**config.mk**
```make
export PLATFORM = sky130hd
export DESIGN_NAME = piso_shift_right_5bit
export DESIGN_NICKNAME = d
export VERILOG_FILES = /design/src/rtl/shift_pkg.sv /design/src/rtl/shift_beat_counter.sv /design/src/rtl/piso_shift_right_5bit.sv
export SDC_FILE = /design/constraint.sdc
export NUM_CORES = 1
export LEC_CHECK = 0
export ABC_AREA = 1
export CORE_AREA = 2 2 39 41
export DETAILED_ROUTE_END_ITERATION = 6
export DIE_AREA = 0 0 41 43
export GPL_ROUTABILITY_DRIVEN = 0
export PLACE_DENSITY = 0.73
export SYNTH_ARGS = -nofsm -noshare
export SYNTH_HDL_FRONTEND = slang
export SYNTH_SLANG_ARGS = --single-unit
```
**constraint.sdc**
```tcl
create_clock -name clk -period 2.4 [get_ports clk]
set_input_delay 0.48 -clock clk [delete_from_list [all_inputs] [get_ports clk]]
set_output_delay 0.48 -clock clk [all_outputs]
set_load 0.005 [all_outputs]
```
**src/rtl/shift_pkg.sv**
```systemverilog
// Shared definitions for the shift-register family: FSM state encoding
// and the beat-counter width helper.
package shift_pkg;

  typedef enum logic {
    ST_IDLE  = 1'b0,
    ST_SHIFT = 1'b1
  } shift_state_t;

  function automatic int unsigned cnt_w(input int unsigned w);
    return (w < 2) ? 1 : $clog2(w);
  endfunction

endpackage

```
**src/rtl/shift_beat_counter.sv**
```systemverilog
// Loadable down-counter tracking the remaining beats of a frame.
// Load has priority over decrement. The zero flag marks the final beat.
module shift_beat_counter #(
  parameter int unsigned W = 3
) (
  input  logic         clk,
  input  logic         rst_n,
  input  logic         load,
  input  logic         dec,
  input  logic [W-1:0] load_val,
  output logic [W-1:0] count,
  output logic         zero
);

  logic [W-1:0] r_count;

  always_ff @(posedge clk or negedge rst_n) begin
    if (!rst_n) begin
      r_count <= '0;
    end else if (load) begin
      r_count <= load_val;
    end else if (dec) begin
      r_count <= r_count - 1'b1;
    end
  end

  assign count = r_count;
  assign zero  = (r_count == '0);

endmodule

```
**src/rtl/piso_shift_right_5bit.sv**
```systemverilog
// Parallel-in, serial-out right shifter: drains a loaded word LSB-first
// over a valid/ready serial port, with FILL entering at the MSB.
module piso_shift_right_5bit
  import shift_pkg::*;
#(
  parameter int unsigned WIDTH = 5,
  parameter logic        FILL  = 1'b0
) (
  input  logic             clk,
  input  logic             rst_n,
  input  logic             load_valid,
  output logic             load_ready,
  input  logic [WIDTH-1:0] load_data,
  output logic             ser_out,
  output logic             ser_valid,
  input  logic             ser_ready,
  output logic             ser_last,
  output logic [WIDTH-1:0] Q,
  output logic             busy
);

  localparam int unsigned        CNT_W    = cnt_w(WIDTH);
  localparam logic [CNT_W-1:0]   CNT_INIT = CNT_W'(WIDTH - 1);

  shift_state_t     r_state;
  shift_state_t     w_state_nxt;
  logic [WIDTH-1:0] r_q;
  logic [CNT_W-1:0] w_cnt;
  logic             w_zero;
  logic             w_accept;
  logic             w_beat;
  logic             w_in_shift;

  assign w_in_shift = (r_state == ST_SHIFT);
  assign ser_valid  = w_in_shift;
  assign ser_out    = w_in_shift & r_q[0];
  assign ser_last   = w_in_shift & w_zero;
  assign busy       = w_in_shift;
  assign Q          = r_q;

  // Ready looks through ser_ready so a new word can land on the final beat.
  assign load_ready = !w_in_shift || (ser_last && ser_ready);
  assign w_accept   = load_valid && load_ready;
  assign w_beat     = ser_valid && ser_ready;

  shift_beat_counter #(
    .W (CNT_W)
  ) u_beat_counter (
    .clk      (clk),
    .rst_n    (rst_n),
    .load     (w_accept),
    .dec      (w_beat && (w_cnt != '0)),
    .load_val (CNT_INIT),
    .count    (w_cnt),
    .zero     (w_zero)
  );

  always_comb begin
    w_state_nxt = r_state;
    unique case (r_state)
      ST_IDLE:  if (w_accept) w_state_nxt = ST_SHIFT;
      ST_SHIFT: if (w_beat && w_zero && !w_accept) w_state_nxt = ST_IDLE;
      default:  w_state_nxt = ST_IDLE;
    endcase
  end

  always_ff @(posedge clk or negedge rst_n) begin
    if (!rst_n) begin
      r_state <= ST_IDLE;
    end else begin
      r_state <= w_state_nxt;
    end
  end

  always_ff @(posedge clk or negedge rst_n) begin
    if (!rst_n) begin
      r_q <= '0;
    end else if (w_accept) begin
      r_q <= load_data;
    end else if (w_beat) begin
      r_q <= {FILL, r_q[WIDTH-1:1]};
    end
  end

endmodule

```
==> metrics.md, run 1 <==
| Metric | Value |
|---|---|
| Status | finished, final reports clean |
| Nets | 105 |
| Starting density of the core | 38.7% |
| Hold Fails Final Rpt | 0 |
| Worst reg2reg startpoint | u_beat_counter.count[0]$_DFFE_PN0P_ |
| PD cells | 1010 mW/mm^2 |
| Number of synthesized flops with an enable pin | 0 |
| Total negative slack | 0 ns |
| Pre-antenna DRT Iters | 4 |
| Die width | 41 um |
| CTS Buf Count | 3 |
| Total Routing Usage GR | 14.0% |
| Setup crit end | load_ready |
| Synth top cells by count | nand2_1 (20), inv_1 (14), nand3_1 (14), dfrtp_1 (9), inv_2 (3) |
| Vias in the first global route | 429 |
| Cell chain of the critical path | clkdlybuf4s50_1, nand3_1, nand2_4, clkdlybuf4s50_1 |
| Max-cap violations | 0 |
| Cell taking the most area after synthesis | dfrtp_1 |
| CTS sink cnt | 9 |
| Core Util, Final | 55.1% |
| Count of cell types in the netlist | 13 |
| Yosys Warn Count | 0 |
| CTS resizes | 0 |
| Crit path depth | 4 |
| Crit path buf inv count | 2 |
| CTS max path bufs | 2 |
| FMAX | 0.451 GHz |
| Root buf cell | clkbuf_4 |
| Routed vias | 497 |
| Fin crit share | 92.4% |
| Worst setup startpoint | ser_ready |
| Final setup fails | 0 |
| Synthesized area per cell | 7.54 um^2 |
| Setup Crit Path Kind | in2out |
| Critical Path RT | 1.92 ns |
| Clock skew | 0.00298 ns |
| Post-Synthesis Cells | 71 |
| Sequential fraction of the synthesis area | 42.1% |
| Die Y | 43 um |
| Leak | 0.418 nW |
| Crit Path Max Fanout | 3 |
| # diodes | 0 |
| Synth Cell Area | 536 um^2 |
| Clock latency on the worst-skew pair | 0.25 ns |
| Io pins | 19 |
| Hold buffer count at cts | 0 |
| Fill count | 140 |
| Reg2reg setup slack | 1.03 ns |
| Count of input and output buffers | 18 |
| Synth area leaders | dfrtp_1 (42%), nand2_1 (14%), nand3_1 (13%) |
| Critical path arrival | 1.74 ns |
| Post-DP HPWL | 849 um |
| CP max stage delay | 0.53 ns |
| Total nets after synthesis | 82 |
| CORE AREA | 0.00138 mm^2 |
| Most frequent cell after synthesis | nand2_1 |
| Post-Place Cells | 105 |
| RSZ-0062 raised after global routing | no |
| Final wirelength | 1.02 mm |
| Vias/cell | 4.56 |
| Slowest cell on crit path | clkdlybuf4s50_1 |
| Largest net degree at the start of global routing | 10 |
| Grt ovf | 0 |
| Die area | 0.00176 mm^2 |
| Fraction of registers with async set/reset | 100% |
| DRC | 0 |
| Worst Setup End Kind | output pin |
| Layout cells sized above 1 | 12.9% |
| Area share of the largest cell type after synthesis | 42.1% |
| WL/cell | 9.39 um |
| Fin. max-slew vios | 0 |
| Worst vdd ir | 416 uV |
| Critical path startpoint category | input port |
| Slew @ Worst Pin | 0.406 ns |
| DRT iter0 DRCs | 8 |
| CTS clk-pin slew, worst paths | 0.06 ns |
| CTS tree | built |
| FF+latch count, synth | 9 |
| FF-to-FF End | Q[3]$_DFFE_PN0P_ |
| Routed Antenna Nets | 0 |
| HP Class | reg2reg |
| Cell row count | 14 |
| Prevailing post-synth register cell | dfrtp_1 |
| P&R area growth vs syn | 42.3% |
| Max-slew headroom | 72.8% |
| Post-CTS Setup Inserts | 0 |
| Crit path max-delay family | buffers and inverters |
| Critical Path Most Common Cell | clkdlybuf4s50_1 |
| Initial antenna violation count | 0 |
| First-pass GRT wire length | 1.73 mm |
| CTS H-Tree Depth | 1 |
| Post-route insts no fill | 109 |
| Path depth of the worst reg2reg path | 9 |
| Fin crit period | 2.22 ns |
metal layers:
layer  wire [um]  up-vias  GRT usage [%]
li1            -      266              -
met1         483      215           20.8
met2         480       16           20.0
met3          61        0           3.14
met4           0        0           4.00
met5           0        -              0
power by group:
part	internal, mW	switching, mW
registers	0.212	0.0466
clock network	0.0638	0.0488
logic	0.210	0.191
through the flow:
stage                     instance area, um^2  power (mW)  setup slack, ns  hold WS [ns]
after floorplan                           536       0.481             1.09         0.184
after global placement                    736       0.656            0.216         0.465
after detailed placement                  736       0.667            0.175         0.475
after CTS                                 762       0.784            0.175         0.489
after global routing                      762       0.862            0.134         0.556
final                                     762       0.772            0.183         0.488
kinds of logic (layout without fill, tap and decap cells):
| group | Yosys count | in the layout | share of synthesized area (%) |
|---|---|---|---|
| compound gates | 3 | 3 | 4.91 |
| fa+ha+maj | 2 | 2 | 4.67 |
| buf+inv | 18 | 40 | 13.3 |
| flops | 9 | 9 | 42.1 |
| simple gates | 39 | 39 | 35.0 |
how the worst min path moves through the flow:
stage                                              startpoint                                   to  slack (ns)  cells after the start
after floorplan                                         rst_n                     Q[0]$_DFFE_PN0P_        0.18                      0
after global placement    u_beat_counter.count[2]$_DFFE_PN0P_  u_beat_counter.count[2]$_DFFE_PN0P_        0.46                      2
after detailed placement  u_beat_counter.count[2]$_DFFE_PN0P_  u_beat_counter.count[2]$_DFFE_PN0P_        0.48                      2
after CTS                 u_beat_counter.count[2]$_DFFE_PN0P_  u_beat_counter.count[2]$_DFFE_PN0P_        0.49                      2
after global routing                                    rst_n                     Q[0]$_DFFE_PN0P_        0.56                      1
final                     u_beat_counter.count[2]$_DFFE_PN0P_  u_beat_counter.count[2]$_DFFE_PN0P_        0.49                      2
state kept, by name, indices dropped and copies added, names as in the netlist:
signal	count
Q	5
busy	1
u_beat_counter.count	3
cell usage in the layout (no fill, tap or decap):
master / instances
nand2_1: 20
clkdlybuf4s50_1: 18
inv_1: 14
nand3_1: 14
dfrtp_1: 9
inv_2: 3
clkbuf_4: 3
nand2_4: 2
o21ai_1: 2
ha_1: 2
nor2_1: 1
nand2_2: 1
o21ai_4: 1
nand3_2: 1
clkbuf_1: 1
buf_4: 1
cell type report:
class | count | area, um^2 | share of cell area (%)
well taps | 16 | 20.0 | 2.63
repair buffers | 19 | 188 | 24.6
clock buffers | 4 | 26.3 | 3.45
multi-input cells | 44 | 239 | 31.4
inverters | 17 | 63.8 | 8.37
flip-flops and latches | 9 | 225 | 29.6
worst reg2reg max path, delay by kind of cell (launching register included):
| family | cells | cell delay [ns] |
|---|---|---|
| AND/OR/NAND/NOR | 6 | 0.48 |
| flip-flops | 1 | 0.35 |
| buffers and inverters | 2 | 0.24 |
| adder cells (fa/ha/maj) | 1 | 0.21 |
(Power assumes the default switching activity.)
==> inputs of run 2 (changes only) <==
--- a/config.mk
+++ b/config.mk
@@ -7,6 +7,7 @@
 export LEC_CHECK = 0
 export ABC_AREA = 1
 export CORE_AREA = 2 2 39 41
+export CTS_CLUSTER_SIZE = 25
 export DETAILED_ROUTE_END_ITERATION = 6
 export DIE_AREA = 0 0 41 43
 export GPL_ROUTABILITY_DRIVEN = 0
==> constraint.sdc (replaced) <==
create_clock -name clk -period 2.7 [get_ports clk]
set_input_delay 0.54 -clock clk [delete_from_list [all_inputs] [get_ports clk]]
set_output_delay 0.54 -clock clk [all_outputs]
set_load 0.005 [all_outputs]
==> metrics.md, run 2 (synthesis gave the netlist of run 1 again) <==
| Metric | Value |
|---|---|
| Total negative slack | 0 ns (unchanged) |
| Fin crit period | 2.41 ns |
| Max reg flops | 5 (unchanged) |
| # diodes | 0 (unchanged) |
| Pwr Total | 0.680 mW (-12%) |
| Leak | 0.413 nW (-1.3%) |
| Nets | 104 (-0.95%) |
| Layout cells sized above 1 | 12.0% (-0.95 points) |
| CTS clk-pin slew, worst paths | 0.06 ns (about the same) |
| Most common cell after layout, fill and taps aside | nand2_1 |
| FMAX | 0.415 GHz |
| HP Class | reg2reg |
| CTS resizes | 0 (unchanged) |
| Worst vdd ir | 380 uV (-8.5%) |
| Worst Setup End Kind | output pin |
| Die Y | 43 um (unchanged) |
| Initial antenna violation count | 0 (unchanged) |
| Starting density of the core | 38.7% (unchanged) |
| Worst setup slack after layout | 0.290 ns (+0.106 ns) |
| DRC | 0 (unchanged) |
| Final setup fails | 0 (unchanged) |
| Post-Place Cells | 104 (-0.95%) |
| Post-DP HPWL | 830 um (-2.2%) |
| Fin. max-slew vios | 0 (unchanged) |
| CORE AREA | 0.00138 mm^2 (unchanged) |
| Routed vias | 504 (+1.4%) |
| Hold Fails Final Rpt | 0 (unchanged) |
| Post-CTS Setup Inserts | 0 (unchanged) |
| Slew @ Worst Pin | 0.416 ns (+0.0105 ns) |
| Final wirelength | 1.07 mm (+4.4%) |
| Hold buffer count at cts | 0 (unchanged) |
| Count of input and output buffers | 18 (unchanged) |
| Root buf cell | clkbuf_4 |
| Critical path startpoint category | input port |
| DRT iter0 DRCs | 9 (+1) |
| Die area | 0.00176 mm^2 (unchanged) |
| PD cells | 902 mW/mm^2 (-11%) |
| Die width | 41 um (unchanged) |
| CTS Buf Count | 3 (unchanged) |
| Vias/cell | 4.67 (+2.3%) |
| WL/cell | 9.90 um (+5.4%) |
| P&R area growth vs syn | 40.9% |
| Clock skew | 0.00166 ns (-0.00132 ns) |
| Routed Antenna Nets | 0 (unchanged) |
| Io pins | 19 (unchanged) |
| Status | finished, final reports clean |
| Fin crit share | 89.3% |
| Reg2reg setup slack | 1.43 ns (+0.40 ns) |
| CTS H-Tree Depth | 1 (unchanged) |
| Most frequent cells in the layout | nand2_1 (20), clkdlybuf4s50_1 (18), inv_1 (14), nand3_1 (14), dfrtp_1 (9) |
| Grt ovf | 0 (unchanged) |
| Clock latency on the worst-skew pair | 0.27 ns (+0.02 ns) |
| Crit Path Max Fanout | 8 (+5) |
| CTS max path bufs | 2 (unchanged) |
| Largest net degree at the start of global routing | 10 (unchanged) |
| CTS sink cnt | 9 (unchanged) |
| Critical Path RT | 2.16 ns (+0.24 ns) |
| Post-route insts no fill | 108 (-0.92%) |
| Pre-antenna DRT Iters | 4 (unchanged) |
| Pre-CTS WS | 0.292 ns (+0.117 ns) |
| CTS tree | built |
| Critical path arrival | 1.87 ns (+0.13 ns) |
| Max-cap violations | 0 (unchanged) |
| Vias in the first global route | 422 (-1.6%) |
| Cell row count | 14 (unchanged) |
| Total Routing Usage GR | 15.5% (+1.5 points) |
| First-pass GRT wire length | 1.75 mm (+1.6%) |
| Setup Crit Path Kind | in2out |
| RSZ-0062 raised after global routing | no |
| Max-slew headroom | 72.1% (-0.70 points) |
run 2: power breakdown:
| part | switching [mW] | internal [mW] | leakage [nW] |
|---|---|---|---|
| clock network | 0.0483 | 0.0570 | 0.0150 |
| logic | 0.167 | 0.178 | 0.287 |
| registers | 0.0415 | 0.188 | 0.112 |
| total | 0.257 | 0.423 | 0.413 |
run 2: critical path, cell delays in order:
cell	delay (ns)
clkdlybuf4s50_1	0.53
nand3_1	0.14
nand2_4	0.14
clkdlybuf4s50_1	0.52
run 2: stage by stage:
step | utilization (%) | hold WS, ns | area [um^2]
floorplan | - | 0.244 | 536
CTS | 54.5 | 0.487 | 754
global placement | 52.6 | 0.463 | 728
global route | 54.5 | 0.538 | 754
finish | 54.5 | 0.479 | 754
detailed placement | 52.6 | 0.472 | 728
run 2: path summary, 6_finish.rpt:
kind,startpoint,endpoint,cells past startpoint
worst max-delay path,ser_ready,load_ready,4
worst min-delay path,u_beat_counter.count[2]$_DFFE_PN0P_,u_beat_counter.count[2]$_DFFE_PN0P_,2
worst max register to register,u_beat_counter.count[0]$_DFFE_PN0P_,Q[2]$_DFFE_PN0P_,8
worst min register to register,u_beat_counter.count[2]$_DFFE_PN0P_,u_beat_counter.count[2]$_DFFE_PN0P_,2
max in group asynchronous,rst_n,u_beat_counter.count[2]$_DFFE_PN0P_,1
min in group asynchronous,rst_n,Q[2]$_DFFE_PN0P_,1
run 2: cell type report:
class                   instances  area, um^2
inverters                      17        63.8
multi-input cells              44         239
fillers                       132         629
clock buffers                   4        26.3
flip-flops and latches          9         225
repair buffers                 18         180
well taps                      16        20.0
run 2: layer usage:
metal / part of all wire [%] / track usage (%) / up-vias
met1: 43 / 20.0 / 219
li1: - / - / 258
met2: 45 / 20.3 / 22
met4: 4.1 / 14.0 / 0
met3: 7.7 / 3.66 / 5
met5: 0 / 0 / -
